===== src/rtl/ram_pkg.sv =====
// Shared widths and word/address types for the scratch RAM.
package ram_pkg;

    localparam int unsigned RAM_ADDR_W = 5;
    localparam int unsigned RAM_DATA_W = 32;
    localparam int unsigned RAM_DEPTH  = 1 << RAM_ADDR_W;

    typedef logic [RAM_ADDR_W-1:0] ram_addr_t;
    typedef logic [RAM_DATA_W-1:0] ram_word_t;

endpackage : ram_pkg


===== src/rtl/ram.sv =====
// Single-port scratch RAM: synchronous write, zero-latency read on a shared
// address bus, gated by ena/wena. Optional macro RAM_READ_REG_EN registers
// data_out, giving a one-cycle read latency.
module ram
    import ram_pkg::*;
#(
    parameter int unsigned ADDR_W = RAM_ADDR_W,
    parameter int unsigned DATA_W = RAM_DATA_W,
    parameter int unsigned DEPTH  = 1 << ADDR_W
) (
    input  logic              clk,
    input  logic              rst,
    input  logic              ena,
    input  logic              wena,
    input  logic [ADDR_W-1:0] addr,
    input  logic [DATA_W-1:0] data_in,
    output logic [DATA_W-1:0] data_out
);

    logic [DATA_W-1:0] mem [DEPTH];
    logic              rd_en;
    logic              wr_en;
    logic [DATA_W-1:0] rd_word;

    // An unknown ena/wena evaluates false in the if below, so it never writes.
    assign wr_en = ena && wena;
    assign rd_en = ena && !wena;

    // Storage: reset clears every word and wins over a same-cycle write.
    always_ff @(posedge clk) begin
        if (rst) begin
            for (int i = 0; i < int'(DEPTH); i++) begin
                mem[i] <= '0;
            end
        end else if (wr_en) begin
            mem[addr] <= data_in;
        end
    end

    // Read mux: the addressed word in read mode, zeros otherwise.
    always_comb begin
        rd_word = '0;
        if (rd_en) begin
            rd_word = mem[addr];
        end
    end

`ifdef RAM_READ_REG_EN
    // Registered read port: captures the read mux every edge.
    always_ff @(posedge clk) begin
        if (rst) begin
            data_out <= '0;
        end else begin
            data_out <= rd_word;
        end
    end
`else
    assign data_out = rd_word;
`endif

endmodule : ram


===== config.mk =====
export PLATFORM = sky130hd
export DESIGN_NAME = ram
export DESIGN_NICKNAME = d
export VERILOG_FILES = /design/src/rtl/ram_pkg.sv /design/src/rtl/ram.sv
export SDC_FILE = /design/constraint.sdc
export NUM_CORES = 1
export LEC_CHECK = 0
export CAP_MARGIN = 20
export CORE_MARGIN = 4
export CORE_UTILIZATION = 28
export DETAILED_ROUTE_END_ITERATION = 10
export SLEW_MARGIN = 20
export SYNTH_ARGS = -nofsm -noshare
export SYNTH_HDL_FRONTEND = slang
export SYNTH_SLANG_ARGS = --single-unit

===== constraint.sdc =====
create_clock -name clk -period 2.5 [get_ports clk]
set_input_delay 0.5 -clock clk [delete_from_list [all_inputs] [get_ports clk]]
set_output_delay 0.5 -clock clk [all_outputs]
set_load 0.02 [all_outputs]

* Word-level counts from Yosys, hierarchy flattened
Memory sizes are Yosys's and may differ from the RTL's.
Index checks and enable logic that the tools add are counted.
** Operators by class
- Reductions and logical operators :: 4
- Mux-type cells :: 9
** Operators with widths (count)
- 32-bit two-way mux :: 2
- 32-bit OR reduction :: 1
- 1-bit two-way mux :: 6
- 5-bit two-way mux :: 1
- 1-bit logical AND :: 2
- 1-bit zero test :: 1
** Storage, ports and cells
- Input port bits :: 41
- Register bits after elaboration :: 0
- Word-level logic and storage cells :: 14
- Memories :: 1
- Memory bits (writable) :: 1024
** Memory list
- mem :: depth 32, bits a word 32, read ports 1, clocked after memory_dff 0, wr ports 32, RTL line ram.sv:20 : logic [DATA_W-1:0] mem [DEPTH];

* Longest topological paths before layout
Gate-level depths: netlist of the first run.
- Word-level depth :: 6
- Depth in mapped cells :: 8
- Gate-level depth less buffers :: 4

* Worst setup path after synthesis of the first run
OpenSTA, ideal clock, no wires.
- Path kind :: input to output
- From :: input port addr[3]
- To :: output port data_out[22]
- Arrival :: 2014 ps
- Stages on the path :: 7
- Path slack :: -14 ps
- Path through :: buf_4 -> or4b_1 -> clkbuf_1 -> buf_2 -> o22ai_1 -> nor2_1 -> a31oi_1
** On the way
- Word-level cells in the longest chain between the ends :: 2
** RTL lines
- start, declared :: RTL line ram.sv:15 : input logic [ADDR_W-1:0] addr,
- memory read 32 x 32 bit
- 32-bit two-way mux :: RTL line ram.sv:43 : if (rd_en) begin
- end, declared :: RTL line ram.sv:17 : output logic [DATA_W-1:0] data_out
No other way between the ends.

* Final worst setup path of the first run
- From :: input port addr[3]
- To :: output port data_out[5]
The elaborated chain is that of the path after synthesis.

==> results of run 1 <==
## how the worst max path moves through the flow
stage,endpoint,start,slack [ns]
after detailed placement,data_out[5],addr[2],-1.73
after global placement,data_out[5],addr[2],-1.78
after global routing,data_out[5],addr[3],-0.42
after CTS,data_out[6],addr[3],-0.51
after floorplan,data_out[0],addr[2],0.0005
final,data_out[5],addr[3],-0.43
## metal layers
layer / vias up / global-route usage / wire, um / share of wire
met5: - / 0 / 0 / 0
met4: 0 / 0.0489 / 4360 / 0.031
met3: 226 / 0.0230 / 8560 / 0.060
met2: 999 / 0.261 / 67500 / 0.47
met1: 15005 / 0.224 / 62200 / 0.44
li1: 12809 / - / - / -
## worst max-delay path, cell delays in order
cell and delay, ns:
buf_12 0.08, buf_12 0.10, buf_16 0.12, nand4bb_4 0.16, buf_12 0.13, buf_6 0.12, bufbuf_16 0.29, o22ai_2 0.07
buf_4 0.16, nor4_4 0.31, a31oi_4 0.18, buf_6 0.17
## cell type report
type,instances,area (sq um),share of cell area
timing repair buffer,519,6360,0.106
clock buffer,129,2700,0.0449
antenna,4,10.0,0.000167
tap,2189,2740,0.0456
clock inverter,51,325,0.00541
multi-input combinational,2016,17200,0.286
sequential,1024,30700,0.512
## metrics by stage
step / area, sq um / setup WS, ns / TNS, ns / util / hold slack [ns]
floorplan: 46700 / 0.000548 / 0 / - / 0.698
global placement: 52900 / -1.78 / -523.69 / 0.321 / 1.41
detailed placement: 52900 / -1.73 / -536.15 / 0.321 / 1.42
CTS: 59300 / -0.515 / -13.56 / 0.359 / 0.678
global route: 60100 / -0.423 / -11.58 / 0.364 / 0.718
finish: 60100 / -0.427 / -10.93 / 0.364 / 0.726
## synthesized netlist by cell type, types with 6 or more instances
library cell	n	area [sq um]
nor4_1	32	200
nand4bb_1	6	67.6
buf_6	7	78.8
clkbuf_1	245	920
nor2_1	85	319
and2_1	1024	6410
buf_2	66	330
a31oi_1	32	200
edfxtp_1	1024	30700
or2_2	32	200
o22ai_1	256	1600
mux2i_1	512	5120
## cell families (layout without fill, tap and decap cells)
group,after synthesis,after routing,synth area share
other cells,0,4,0
flops,1024,1024,0.661
buf+inv,323,699,0.0293
simple gates,1216,1216,0.161
compound gates,288,288,0.0387
mux,512,512,0.110
## power groups by stage
| stage | combinational, mW | sequential [mW] | clock (mW) |
|---|---|---|---|
| 2_1_floorplan | 1.51 | 20.3 | 0 |
| 6_report | 3.82 | 20.0 | 14.4 |
| 4_1_cts | 3.67 | 20.0 | 14.6 |
| 3_5_place_dp | 3.06 | 20.3 | 0 |
| 3_3_place_gp | 3.06 | 20.3 | 0 |
| 5_1_grt | 3.97 | 20.1 | 15.4 |
## timing repair
item,CTS,global route
setup endpoints to repair,32,32
hold endpoints to repair,0,0
hold buffers,0,0
pin swaps,102,51
gates cloned,22,1
gates resized for setup,569,160
setup buffers,62,9
==> metrics, run 1 <==
Post-Syn Nets=roughly 3,400; gr usage total=0.161; crit path kind=input port to primary output; final worst slack=-0.427 ns; Sw Share=0.238; die area=between 0.15 and 0.2 sq mm; Comb pwr share=0.100; Post-Synthesis Cells=3,363; drt total wl=between 100,000 and 150,000 um; drt first pass iters=5; clock sinks=roughly 1,000; Largest regs=mem x1024; leakage power total=between 20 and 25 nW; first-pass GRT wire length=about 210,000 um; max FFs per register=1,024; Ys Warns=0; fillers=between 15,000 and 20,000; most frequent cells in the layout=1,024 x and2_1, 1,024 x edfxtp_1, 454 x mux2i_1; num ports=73; Power Density=636 mW/mm^2; DRC=0; Clk pwr share=0.377; Final setup viols=32; Largest Register=mem; Netlist Area Pre-Place=0.0465 sq mm; Worst EP arrival=about 2.4 ns; fin nets=3,704; H-tree Lvls=3; die width=416 um; routed vias/inst=4.90; via count=29,039; core area=approximately 0.16 sq mm; Layout area overhead=29.1%; Initial DRC Count=just under 3,000; Mean Syn Cell Area=roughly 14 sq um; Wirelength per Cell=24.1 um; Worst EP required=2.00 ns; TritonCTS buffer count=102; DP Cell Count=roughly 5,700; worst hold stages=3; layout cell share with drive strength beyond 1=0.262; Starting Density=0.282; Finished Layout Cells=between 5,000 and 6,000; Antenna Nets Post-Route=0; CP Capture Type=primary output; clk root buf=clkbuf_16; Peak VDD IR=between 400 and 500 uV; TritonCTS clock tree=done; FMAX=between 300 and 400 MHz; Placer Congestion=roughly 0.8; count of input and output buffers=between 70 and 80; Die Height=just over 400 um; Rel. slew slack=0.645; Int Pwr=29.1 mW; min Tclk post-route=between 2 and 3 ns; global route total overflow=0; clock transition at the registers of the reported paths=0.06 ns; outcome=complete, but fails checks; total power=38.2 mW; Setup crit start kind=input port; row count=about 150; number of synthesized flops with an enable pin=between 1,000 and 1,500; post-synthesis register bit count=just over 1,000; CTS Buffer Depth=3; Final Hold Viols=0; Reg power frac=0.523; failing checks=negative setup slack; Worst Hold Class=input port to flip-flop; sequential share of the synthesized area=0.661; initial antenna violation count=8; Unique masters post-synth=30; share of flip-flops with an asynchronous set or reset=0; fin crit share=1.17; max_cap viols=0; Detailed Place HPWL=~88,000 um; RSZ-0062 raised after global routing=true; max-slew violations=0; sw power=between 9 and 10 mW; largest net degree at the start of global routing=42; number of global-route vias before repair=slightly below 30,000; worst-margin pin slew=~0.53 ns; worst hold path endpoint=mem[20][8]; hold_sp=data_in[8]; maximum fanout along the worst path=6; ys flop type=edfxtp_1
No activity file was read; power rests on OpenSTA's default activity.
==> run 2: changes to the inputs <==
--- a/config.mk
+++ b/config.mk
@@ -13,3 +13,4 @@
 export SYNTH_ARGS = -nofsm -noshare
 export SYNTH_HDL_FRONTEND = slang
 export SYNTH_SLANG_ARGS = --single-unit
+export TNS_END_PERCENT = 100
==> results of run 2 <==
Final layout, timing and power as in run 1 (identical DEF).
==> run 3: changes to the inputs <==
==> constraint.sdc (replaced) <==
create_clock -name clk -period 2.5 [get_ports clk]
set_input_delay 0.5 -clock clk [delete_from_list [all_inputs] [get_ports clk]]
set_output_delay 0.5 -clock clk [all_outputs]
set_load 0.05 [all_outputs]
==> metrics, run 3 (synthesized netlist as in run 1, its figures left out) <==
CTS Buffer Depth=3; CP Capture Type=primary output; Die Height=around 420 um; Largest regs=mem x1024; fin crit share=1.19; Detailed Place HPWL=about 95,000 um; via count=a little under 30,000; Peak VDD IR=just over 500 uV; clock sinks=1,024; count of input and output buffers=between 70 and 80; Placer Congestion=0.813; initial antenna violation count=3; largest net degree at the start of global routing=33; drt first pass iters=5; leakage power total=22.0 nW; Setup crit start kind=input port; Antenna Nets Post-Route=0; Placement Setup Slack=-1.20 ns; Int Pwr=between 30 and 40 mW; Power Density=around 650 mW/mm^2; max FFs per register=around 1,000; max-slew violations=0; Worst EP arrival=~2.5 ns; Rel. slew slack=0.405; num ports=73; outcome=complete, but fails checks; Reg power frac=0.506; most frequent cells in the layout=1,024 x and2_1, 1,024 x edfxtp_1, 471 x mux2i_1; fin nets=3,723; Layout area overhead=30.4%; Sw Share=0.237; routed vias/inst=just under 5; first-pass GRT wire length=between 200,000 and 250,000 um; Final setup viols=32; RSZ-0062 raised after global routing=true; die area=around 0.17 sq mm; worst-margin pin slew=0.868 ns; clock transition at the registers of the reported paths=around 0.060 ns; clk root buf=clkbuf_16; die width=between 400 and 500 um; hold_buf cts=0; Worst EP required=~2.0 ns; sw power=around 9.3 mW; Clk pwr share=0.393; number of global-route vias before repair=29,189; Starting Density=0.282; setup TNS=-13.02 ns; drt total wl=approximately 150,000 um; Final Hold Viols=0; maximum fanout along the worst path=7; core area=0.165 sq mm; Comb pwr share=0.101; DRC=0; TritonCTS clock tree=done; row count=149; gr usage total=0.166; failing checks=negative setup slack; Worst Hold Class=input port to flip-flop; Initial DRC Count=about 2,600; min Tclk post-route=2.97 ns; Wirelength per Cell=around 25 um; layout cell share with drive strength beyond 1=0.268; Worst Setup SP=addr[4]; FMAX=337 MHz; Largest Register=mem; crit path kind=input port to primary output; hold_sp=data_in[27]; final worst slack=-0.470 ns; TritonCTS buffer count=~100; global route total overflow=0; max_cap viols=0; H-tree Lvls=3
## run 3: changes by cell type in the layout (fill, tap and decap cells not counted), moves of 10 or more
cell,delta
o22ai_4,+18
buf_6,-10
mux2i_2,-10
buf_4,+16
buf_16,-13
nor2_1,-14
buf_12,+23
o22ai_2,-16
mux2i_1,+17
## run 3: per-stage QoR
stage	hold WS, ns	power (mW)	area [sq um]	instances	util
finish	0.771	39.5	60700	5955	0.368
floorplan	0.698	22.0	47300	3363	-
global route	0.759	40.7	60700	5954	0.368
global placement	1.45	23.7	54000	5700	0.327
CTS	0.732	39.5	59600	5919	0.361
detailed placement	1.45	23.8	54000	5700	0.327
## run 3: timing repair
| action | 4_1_cts | 5_1_grt |
|---|---|---|
| buffers inserted | 31 | 36 |
| endpoints found under the setup margin | 32 | 32 |
| cloned | 11 | 5 |
| resized for setup | 360 | 141 |
| pin swaps | 101 | 81 |
## run 3: cell type report
cell class	instances	area (sq um)
Clock buffer	127	2710
Sequential cell	1024	30700
Timing Repair Buffer	536	6410
Fill cell	15305	104000
Multi-Input combinational cell	2016	17400
Clock inverter	62	619
Antenna cell	1	2.50
Tap cell	2189	2740
## run 3: worst max-delay path, cell delays in order
cell and delay (ns):
buf_8 0.11, buf_8 0.13, buf_6 0.12, nand4b_1 0.14, buf_12 0.15, buf_8 0.13, buf_12 0.14, o22ai_4 0.08
nor4_4 0.49, a31oi_4 0.23, buf_12 0.21
## run 3: path summary, 6_finish.rpt
| kind | cells after the start | slack (ns) | to |
|---|---|---|---|
| worst min-delay path | 3 | 0.77 | mem[12][27] |
| worst max-delay path | 11 | -0.47 | data_out[7] |
## run 3: per-layer routing
metal,wire length (um),share of wire,GRT usage
met5,0,0,0
met4,5280,0.036,0.0624
met3,7650,0.052,0.0193
met2,72900,0.49,0.283
met1,61500,0.42,0.218
## run 3: power groups by stage
| stage | Sequential (mW) | Clock (mW) | Combinational [mW] |
|---|---|---|---|
| 6_report | 20.0 | 15.5 | 3.99 |
| 5_1_grt | 20.1 | 16.4 | 4.16 |
| 4_1_cts | 20.0 | 15.7 | 3.83 |
| 3_5_place_dp | 20.3 | 0 | 3.43 |
| 3_3_place_gp | 20.3 | 0 | 3.41 |
| 2_1_floorplan | 20.3 | 0 | 1.71 |
